===== src/rtl/full_adder_bit.sv =====
// Combinational 1-bit full adder cell; the leaf of the ripple-carry chain.
module full_adder_bit (
  input  logic a,
  input  logic b,
  input  logic c_in,
  output logic sum,
  output logic carry_out
);

  logic p;

  assign p         = a ^ b;
  assign sum       = p ^ c_in;
  assign carry_out = (a & b) | (c_in & p);

endmodule


===== src/rtl/full_adder_unit.sv =====
// Registered ripple-carry adder: WIDTH chained 1-bit cells feeding one output
// register stage, with carry-out and signed overflow.
module full_adder_unit #(
  parameter int WIDTH = 1
) (
  input  logic             clk,
  input  logic             rst,
  input  logic             in_valid,
  input  logic [WIDTH-1:0] a,
  input  logic [WIDTH-1:0] b,
  input  logic             c_in,
  output logic [WIDTH-1:0] sum,
  output logic             carry_out,
  output logic             overflow,
  output logic             out_valid
);

  logic [WIDTH:0]   c;
  logic [WIDTH-1:0] s_core;
  logic [WIDTH-1:0] sum_p0;
  logic             carry_p0;
  logic             ovf_p0;
  logic             vld_p0;

  assign c[0] = c_in;

  for (genvar i = 0; i < WIDTH; i++) begin : g_bit
    full_adder_bit u_bit (
      .a         (a[i]),
      .b         (b[i]),
      .c_in      (c[i]),
      .sum       (s_core[i]),
      .carry_out (c[i+1])
    );
  end

  // Stage p0: result registers load only on valid input; valid flag tracks every cycle
  always_ff @(posedge clk) begin
    if (rst) begin
      sum_p0   <= '0;
      carry_p0 <= 1'b0;
      ovf_p0   <= 1'b0;
      vld_p0   <= 1'b0;
    end else begin
      vld_p0 <= in_valid;
      if (in_valid) begin
        sum_p0   <= s_core;
        carry_p0 <= c[WIDTH];
        ovf_p0   <= c[WIDTH-1] ^ c[WIDTH];
      end
    end
  end

  assign sum       = sum_p0;
  assign carry_out = carry_p0;
  assign overflow  = ovf_p0;
  assign out_valid = vld_p0;

endmodule


===== config.mk =====
export PLATFORM = sky130hd
export DESIGN_NAME = full_adder_unit
export DESIGN_NICKNAME = d
export VERILOG_FILES = /design/src/rtl/full_adder_bit.sv /design/src/rtl/full_adder_unit.sv
export SDC_FILE = /design/constraint.sdc
export NUM_CORES = 1
export LEC_CHECK = 0
export ABC_AREA = 0
export CAP_MARGIN = 20
export CORE_AREA = 2 2 39 41
export DETAILED_ROUTE_END_ITERATION = 8
export DIE_AREA = 0 0 41 43
export SYNTH_ARGS = -nofsm -noshare
export SYNTH_HDL_FRONTEND = slang
export SYNTH_HIERARCHICAL = 1
export SYNTH_SLANG_ARGS = --single-unit

===== constraint.sdc =====
create_clock -name clk -period 1.12 [get_ports clk]
set_input_delay 0.224 -clock clk [delete_from_list [all_inputs] [get_ports clk]]
set_output_delay 0.224 -clock clk [all_outputs]
set_load 0.005 [all_outputs]

* Word-level counts from Yosys, hierarchy flattened
Index checks and enable logic that the tools add are counted.
** Storage, ports and cells
- Bits in latches :: 0
- Memories kept :: 0
- Bits in writable memories :: 0
- Output and inout port bits :: 4
- Memory bits (read-only) :: 0
- Bits of input ports :: 6
- Register bits :: 4
** Operators by class
- Muxes and demuxes :: 0
- $add $sub $neg :: 0
- Order comparisons :: 0
- Shift-type cells :: 0
- Bitwise logic cells :: 6
- Multiply operators :: 0
- Equality and inequality tests :: 0
- Reductions and logical operators :: 0
- Divide/modulo/power cells :: 0
** Operators with widths (number)
- $xor 1x1->1 :: 3
- $and 1x1->1 :: 2
- $or 1x1->1 :: 1

* Logic depth before layout (Yosys ltp)
Gate-level depths: netlist of run 1.
- Depth in word-level cells :: 4
- Mapped depth :: 3
- Depth with buffers taken out :: 3

* Modules after synthesis
Netlist of run 1, hierarchy kept.
** Modules (own cells, without submodules)
- full_adder_unit :: area each 133.9 um2, cells each 12, sequential area each 80.1 um2, instances 1
- full_adder_bit :: area each 20.0 um2, cells each 1, sequential area each 0.0 um2, instances 1

* Worst setup path after synthesis of run 1
No wires, ideal clock.
- Kind :: input to register
- From :: input port a
- To :: register ovf_p0 (netlist: overflow)
- Path slack :: 47 ps
- Cell stages on the path :: 3
- Data arrival time :: 988 ps
- Path buffers :: 0
- Required time :: 1034 ps
- Path through :: fa_1 -> xnor2_1 -> a211oi_1
** On the way
- Word-level cells in the longest chain between the ends :: 4
- Elaborated cells between the ends (all ways) :: 5
** RTL lines
- from (decl) :: line full_adder_unit.sv:9 : input logic [WIDTH-1:0] a,
- $xor 1x1->1 :: line full_adder_bit.sv:12 : assign p = a ^ b;
- $and 1x1->1 :: line full_adder_bit.sv:14 : assign carry_out = (a & b) | (c_in & p);
- $or 1x1->1 (*) :: line full_adder_bit.sv:14
- $xor 1x1->1 (*) :: line full_adder_unit.sv:49 : ovf_p0 <= c[WIDTH-1] ^ c[WIDTH];
- to (signal assigned) :: line full_adder_unit.sv:49
- to (decl) :: line full_adder_unit.sv:22 : logic ovf_p0;
Every way passes the cells marked *; elsewhere a longest branch is shown, timed or not.
A chain may end at the register's enable or synchronous reset.

* Worst setup path in the final report of run 1
- From :: input port a
- To :: register ovf_p0 (netlist: overflow)
** On the way
- Word-level cells in the longest chain between the ends :: 4
- Elaborated cells between the ends (all ways) :: 5
** RTL lines
- $xor 1x1->1 :: line full_adder_bit.sv:12
- $and 1x1->1 :: line full_adder_bit.sv:14
- $or 1x1->1 (*) :: line full_adder_bit.sv:14
- net c[1] :: line full_adder_unit.sv:18 : logic [WIDTH:0] c;
- $xor 1x1->1 (*) :: line full_adder_unit.sv:49
The timed path passes the listed nets; every way through them passes the cells marked *.

==> results of run 1 <==
-- cell families (layout without fill, tap and decap cells) --
family / count (synthesis) / after routing / synth area share
multiplexers: 2 / 2 / 0.130
adder cells (fa/ha/maj): 1 / 1 / 0.130
AND/OR/NAND/NOR: 4 / 4 / 0.114
flip-flops: 4 / 4 / 0.520
AO/OA/AOI/OAI: 1 / 1 / 0.0488
XOR/XNOR: 1 / 1 / 0.0569
buffers and inverters: 0 / 14 / 0
-- metal layers --
layer | share of wire | vias up | wire length, um
li1 | - | 72 | -
met1 | 0.40 | 66 | 140
met2 | 0.52 | 6 | 183
met3 | 0.085 | 0 | 30
met4 | 0 | 0 | 0
met5 | 0 | - | 0
-- Yosys cell counts (all sizes together) --
cell,count
a211oi,1
dfxtp,4
fa,1
mux2i,2
nor2,3
nor2b,1
xnor2,1
-- power groups by stage --
stage | registers [mW] | logic, mW | clock network (mW)
final | 0.159 | 0.0649 | 0.180
after detailed placement | 0.162 | 0.0763 | 0
after CTS | 0.159 | 0.0667 | 0.189
after global routing | 0.160 | 0.0737 | 0.207
after global placement | 0.161 | 0.0758 | 0
after floorplan | 0.162 | 0.0215 | 0
-- per-stage QoR --
step / hold slack (ns) / total power [mW]
after floorplan: 0.296 / 0.184
after global placement: 0.475 / 0.236
after detailed placement: 0.502 / 0.238
after CTS: 0.505 / 0.414
after global routing: 0.547 / 0.441
final: 0.500 / 0.404
-- state kept, by name, summed over array words and instances (netlist names) --
register / flops
carry_out: 1
out_valid: 1
overflow: 1
sum: 1
-- how the worst max path moves through the flow --
stage	from	end	cells past startpoint	slack (ns)
after CTS	a	overflow$_SDFFE_PP0P_	4	0.02
final	a	overflow$_SDFFE_PP0P_	4	0.04
after detailed placement	a	overflow$_SDFFE_PP0P_	4	-0.51
after global routing	a	overflow$_SDFFE_PP0P_	4	0.005
after floorplan	a	overflow$_SDFFE_PP0P_	3	0.05
after global placement	a	overflow$_SDFFE_PP0P_	4	-0.44
-- final cells by class --
| class | count | area [um2] | area share |
|---|---|---|---|
| Clock buffer | 3 | 22.5 | 0.0763 |
| Multi-Input combinational cell | 9 | 76.3 | 0.258 |
| Sequential cell | 4 | 80.1 | 0.271 |
| Tap cell | 16 | 20.0 | 0.0678 |
| Timing Repair Buffer | 11 | 96.3 | 0.326 |
-- worst max-delay path, delay by kind of cell --
kind / cells / cell delay, ns
xor gates and xnor gates: 1 / 0.13
adders and majority gates: 1 / 0.39
buffers and inverters: 1 / 0.25
AOI/OAI and AO/OA: 1 / 0.22
-- repair_timing --
action,4_1_cts,5_1_grt
resized for setup,8,0
hold buffers,0,0
endpoints found under the setup margin,7,0
==> run summary, run 1 <==
Synthesis
• 20 — Synth Net Count
• 154 um2 — Cell Area, Synth
• sky130_fd_sc_hd__dfxtp_1 (52%), sky130_fd_sc_hd__fa_1 (13%), sky130_fd_sc_hd__mux2i_1 (13%) — Synth area leaders
• 0.520 — register area share after synthesis
• sky130_fd_sc_hd__dfxtp_1 — Yosys top cell by area
• 6 — Yosys warnings
• 4 — Seq cells post-synth
• 11.8 um2 — Post-Synthesis Mean Instance Area
• 7 — Cell variety after synth
• 0.520 — top-area cell type share of the netlist area
• 13 — gate count of the mapped netlist

Timing
• 0 — max-slew violations
• 0.967 — Tcrit/Tclk final
• 0 — Setup-failing EPs final
• false — RSZ-0062 raised after global routing
• 0 ns — clk_skew
• 0 ns — final-layout setup total negative slack
• 0 — number of endpoints with negative hold slack in the final report
• 0.212 ns — Worst Tran Pin Value
• 0.858 — Worst slew margin
• 1.08 ns — final critical-path required period
• 923 MHz — Fmax
• 0.0365 ns — setup slack after layout

Pwr
• 0.446 — part of the power in the clock network
• 0.161 — proportion of power drawn by combinational gates
• 0.0889 mW — power spent charging and discharging nets
• 253 uV — Max rail drop VDD
• 0.220 — Switching Fraction
• 1370 mW/mm2 — PwrDens
• 0.394 — Flop pwr share
• 0.315 mW — design internal power
• 0.137 nW — Static Leak

Global routing
• 0.0471 — global-route track usage on met3
• 0.0781 — GR Util met2
• 0.0582 — total global-route track usage
• 5 — largest net degree at the start of global routing
• 0.0482 — met1 global-route usage
• 607 um — global-route wire length before repair
• 0 — initial antenna violation count
• met2 — Top Usage Layer GRT
• 153 — vias in the first global route
• 0 — total gr overflow

Worst setup path
• 0.43 ns — slack of the worst reg-to-reg path
• 1.26 ns — required time of the critical path
• 0.39 ns — worst stage delay on the critical path
• 1.22 ns — arrival time of data at the critical path endpoint
• overflow$_SDFFE_PP0P_ — end of the worst register-to-register path
• 2 — Critical Path Fanout Max
• dlygate4sd2_1 > fa_2 > xnor2_1 > a211oi_1 — ordered cell list for the critical path
• primary input to flip-flop — critical path class
• primary input — kind of start point of the critical path
• 2 — r2r worst-path depth
• overflow$_SDFFE_PP0P_ — critical register-to-register path startpoint
• flip-flop — kind of end point of the critical path
• sky130_fd_sc_hd__fa_2 — Critical Path Slowest Stage Cell

Route
• 8.23 um — routed length per instance
• 2 — starting DRC count in detailed routing
• 354 um — sum of routed wire length over all layers
• 0 — DRC viols
• 0 — Antenna Violating Nets Remaining
• 3.35 — via density per instance
• 144 — total number of vias
• 2 — number of detailed-route iterations in the first pass

CTS
• 1 — number of H-tree branching levels
• 0.23 ns — clock latency at the later pin of the worst-skew pair
• 3 — TritonCTS buffer count
• 2 — clock buffer depth
• 0.04 ns — clock-pin slew on the worst setup and hold paths
• done — clock tree from TritonCTS
• sky130_fd_sc_hd__clkbuf_4 — Clock Tree Root
• 4 — CTS Sinks
• 0 — number of setup buffers added after CTS

Floorplan
• 0.00138 mm2 — core region area
• 0.00176 mm2 — area of the die
• 41 um — Die W
• 0.111 — Starting Density
• 43 um — floorplan die height
• 14 — count of standard-cell rows
• 10 — top-level port count

Cells and area
• 295 um2 — Design Area, Final
• sky130_fd_sc_hd__dlygate4sd2_1 — leading cell type in the layout, fill and taps excluded
• 91.9% — area growth from synthesis to layout
• 43 — non-filler instance count after layout
• 0.222 — share of final-layout standard cells stronger than drive strength 1
• 0 — number of antenna diodes
• 163 — filler instances
• 36 — Final #Nets
• 0.213 — final standard cell utilization of the core
• sky130_fd_sc_hd__dlygate4sd2_1 (7), sky130_fd_sc_hd__dfxtp_1 (4), sky130_fd_sc_hd__nor2_1 (3), sky130_fd_sc_hd__clkbuf_4 (3) — most frequent cells in the layout

Min path
• carry_out$_SDFFE_PP0P_ — Hold Path Sink
• 2 — cell count of the worst hold path
• flip-flop to flip-flop — type of the worst min-delay path
• carry_out$_SDFFE_PP0P_ — hold path start

Placed design
• 0.525 — final estimated routing congestion in global placement
• 40 — cell count after placement
• 9 — Buffers on Ports
• 279 um2 — post-placement cell area
• -0.511 ns — worst slack at placement

Status
• finished clean — status

Job
• 0 — max-capacitance violation count

No activity file was read; power rests on OpenSTA's default activity.
==> inputs of run 2 (changes only) <==
SYNTH_HIERARCHICAL = not set   (was 1)
==> run summary, run 2 <==
Status
• finished clean — status, unchanged

Timing
• 0.850 — Worst slew margin, was 0.858
• 0 — max-slew violations, unchanged
• 0.0504 ns — setup slack after layout, was 0.0365 ns
• 0 ns — clk_skew, unchanged
• false — RSZ-0062 raised after global routing, unchanged
• 0.224 ns — Worst Tran Pin Value, was 0.212 ns
• 0.502 ns — tightest hold margin, was 0.500 ns
• 1.07 ns — final critical-path required period, was 1.08 ns
• 0 — number of endpoints with negative hold slack in the final report, unchanged
• 0 — Setup-failing EPs final, unchanged
• 0.955 — Tcrit/Tclk final, was 0.967
• 935 MHz — Fmax, was 923 MHz

Cells and area
• sky130_fd_sc_hd__dlygate4sd2_1 — leading cell type in the layout, fill and taps excluded, unchanged
• sky130_fd_sc_hd__dlygate4sd2_1 (7), sky130_fd_sc_hd__dfxtp_1 (4), sky130_fd_sc_hd__nor2_1 (3), sky130_fd_sc_hd__clkbuf_4 (3) — most frequent cells in the layout, unchanged
• 0 — number of antenna diodes, unchanged
• 35 — Final #Nets, was 36
• 0.231 — share of final-layout standard cells stronger than drive strength 1, was 0.222
• 90.2% — area growth from synthesis to layout, was 91.9%
• 42 — non-filler instance count after layout, was 43

Synthesis
• 0 — number of flops mapped to enable cells by yosys, unchanged
• 0 — Yosys warnings, was 6
• 0.130 — share of synthesized area spent on multiplexers, unchanged
• 4 — Seq cells post-synth, unchanged
• 13 — gate count of the mapped netlist, unchanged
• 0 — Async S/R FF share, synth, unchanged
• sky130_fd_sc_hd__dfxtp_1 — Primary FF master, synth, unchanged
• 0.0569 — Post-Synth XOR/XNOR Area, unchanged
• 0.130 — adder-cell share of the synthesized area, unchanged
• 11.8 um2 — Post-Synthesis Mean Instance Area, unchanged
• 154 um2 — Cell Area, Synth, unchanged
• sky130_fd_sc_hd__dfxtp_1 (52%), sky130_fd_sc_hd__fa_1 (13%), sky130_fd_sc_hd__mux2i_1 (13%) — Synth area leaders, unchanged
• adder cells — largest family of logic cells by synthesized area, unchanged
• sky130_fd_sc_hd__dfxtp_1 — most common cell in the synthesized netlist, unchanged
• 0.114 — simple-gate portion of the synthesized area, unchanged
• 0.520 — register area share after synthesis, unchanged
• 20 — Synth Net Count, unchanged
• 7 — Cell variety after synth, unchanged
• sky130_fd_sc_hd__dfxtp_1 (4), sky130_fd_sc_hd__nor2_1 (3), sky130_fd_sc_hd__mux2i_1 (2) — top cells by count, synth, unchanged
• sky130_fd_sc_hd__dfxtp_1 — Yosys top cell by area, unchanged
• 0.0488 — Synth Area in Compound Gates, unchanged
• 0.520 — top-area cell type share of the netlist area, unchanged

Pwr
• 0.134 nW — Static Leak, was 0.137 nW
• 1360 mW/mm2 — PwrDens, was 1370 mW/mm2
• 327 uV — Max rail drop VDD, was 253 uV

Floorplan
• 10 — top-level port count, unchanged
• 0.00138 mm2 — core region area, unchanged
• 41 um — Die W, unchanged
• 0.00176 mm2 — area of the die, unchanged
• 14 — count of standard-cell rows, unchanged
• 0.111 — Starting Density, unchanged
• 43 um — floorplan die height, unchanged

Placed design
• 39 — cell count after placement, was 40
• -0.465 ns — worst slack at placement, was -0.511 ns
• 9 — Buffers on Ports, unchanged
• 0.595 — final estimated routing congestion in global placement, was 0.525

CTS
• 1 — number of H-tree branching levels, unchanged
• 4 — CTS Sinks, unchanged
• 0 — total of hold buffers inserted after clock tree synthesis, unchanged
• 2 — clock buffer depth, unchanged
• done — clock tree from TritonCTS, unchanged
• 0.04 ns — clock-pin slew on the worst setup and hold paths, about the same
• sky130_fd_sc_hd__clkbuf_4 — Clock Tree Root, unchanged
• 3 — TritonCTS buffer count, unchanged
• 0.23 ns — clock latency at the later pin of the worst-skew pair, about the same

Route
• 2 — number of detailed-route iterations in the first pass, unchanged
• 8.14 um — routed length per instance, was 8.23 um
• 0 — DRC viols, unchanged
• 3.33 — via density per instance, was 3.35
• 342 um — sum of routed wire length over all layers, was 354 um
• 0 — Antenna Violating Nets Remaining, unchanged
• 140 — total number of vias, was 144
• 2 — starting DRC count in detailed routing, unchanged

Global routing
• 0 — initial antenna violation count, unchanged
• 6 — largest net degree at the start of global routing, was 5
• 0.0719 — GR Util met2, was 0.0781
• 0.0324 — met1 global-route usage, was 0.0482
• 0 — total gr overflow, unchanged
• met3 — Top Usage Layer GRT, was met2
• 0.0785 — global-route track usage on met3, was 0.0471
• 524 um — global-route wire length before repair, was 607 um
• 0.0543 — total global-route track usage, was 0.0582
• 145 — vias in the first global route, was 153

Min path
• flip-flop to flip-flop — type of the worst min-delay path, unchanged

Worst setup path
• primary input to flip-flop — critical path class, unchanged
• flip-flop — kind of end point of the critical path, unchanged
• 1.22 ns — arrival time of data at the critical path endpoint, about the same
• primary input — kind of start point of the critical path, unchanged
• 2 — Critical Path Fanout Max, unchanged
• 1.27 ns — required time of the critical path, was 1.26 ns

Job
• 0 — max-capacitance violation count, unchanged

## run 2: worst paths after layout
path                                       startpoint               endpoint  slack (ns)  depth (start not counted)
worst max register to register  overflow$_SDFFE_PP0P_  overflow$_SDFFE_PP0P_        0.50                          2
worst min-delay path                 sum$_SDFFE_PP0P_       sum$_SDFFE_PP0P_        0.50                          2
worst min register to register       sum$_SDFFE_PP0P_       sum$_SDFFE_PP0P_        0.50                          2
worst max-delay path                                b  overflow$_SDFFE_PP0P_        0.05                          4
## run 2: where the power goes
part	switching [mW]	internal [mW]
Combinational	0.0256	0.0394
Sequential	0.00426	0.154
Clock	0.0545	0.120
Total	0.0844	0.313
## run 2: timing repair
item,CTS,global route
resized for setup,8,1
setup endpoints to repair,7,1
pin swaps,1,0
setup buffers,0,0
## run 2: cell type report
type                    instances  area (um2)
repair buffers                 10        88.8
multi-input cells               9        81.3
well taps                      16        20.0
flip-flops and latches          4        80.1
fillers                       158        1090
clock buffers                   3        22.5
## run 2: metal layers
| layer | share of wire | vias to the layer above | wire, um |
|---|---|---|---|
| met2 | 0.48 | 7 | 163 |
| met1 | 0.37 | 63 | 126 |
| met5 | 0 | - | 0 |
| met3 | 0.15 | 0 | 51 |
| li1 | - | 70 | - |
| met4 | 0 | 0 | 0 |
## run 2: stage by stage
stage / instance area [um2] / TNS (ns) / utilization / power [mW]
4_1_cts: 288 / 0 / 0.208 / 0.405
2_1_floorplan: 154 / 0 / - / 0.184
3_3_place_gp: 272 / -1.09 / 0.196 / 0.234
6_report: 293 / 0 / 0.212 / 0.397
3_5_place_dp: 272 / -1.14 / 0.196 / 0.235
5_1_grt: 293 / 0 / 0.212 / 0.437
## run 2: cell families (layout without fill, tap and decap cells)
family,count (synthesis),count (layout)
compound gates,1,1
simple gates,4,4
xor+xnor,1,1
buf+inv,0,13
mux,2,2
flops,4,4
fa+ha+maj,1,1
## run 2: critical path, cell delays in order
cell and delay [ns]:
sky130_fd_sc_hd__dlygate4sd2_1 0.25, sky130_fd_sc_hd__fa_2 0.40, sky130_fd_sc_hd__xnor2_1 0.15, sky130_fd_sc_hd__a211oi_2 0.20
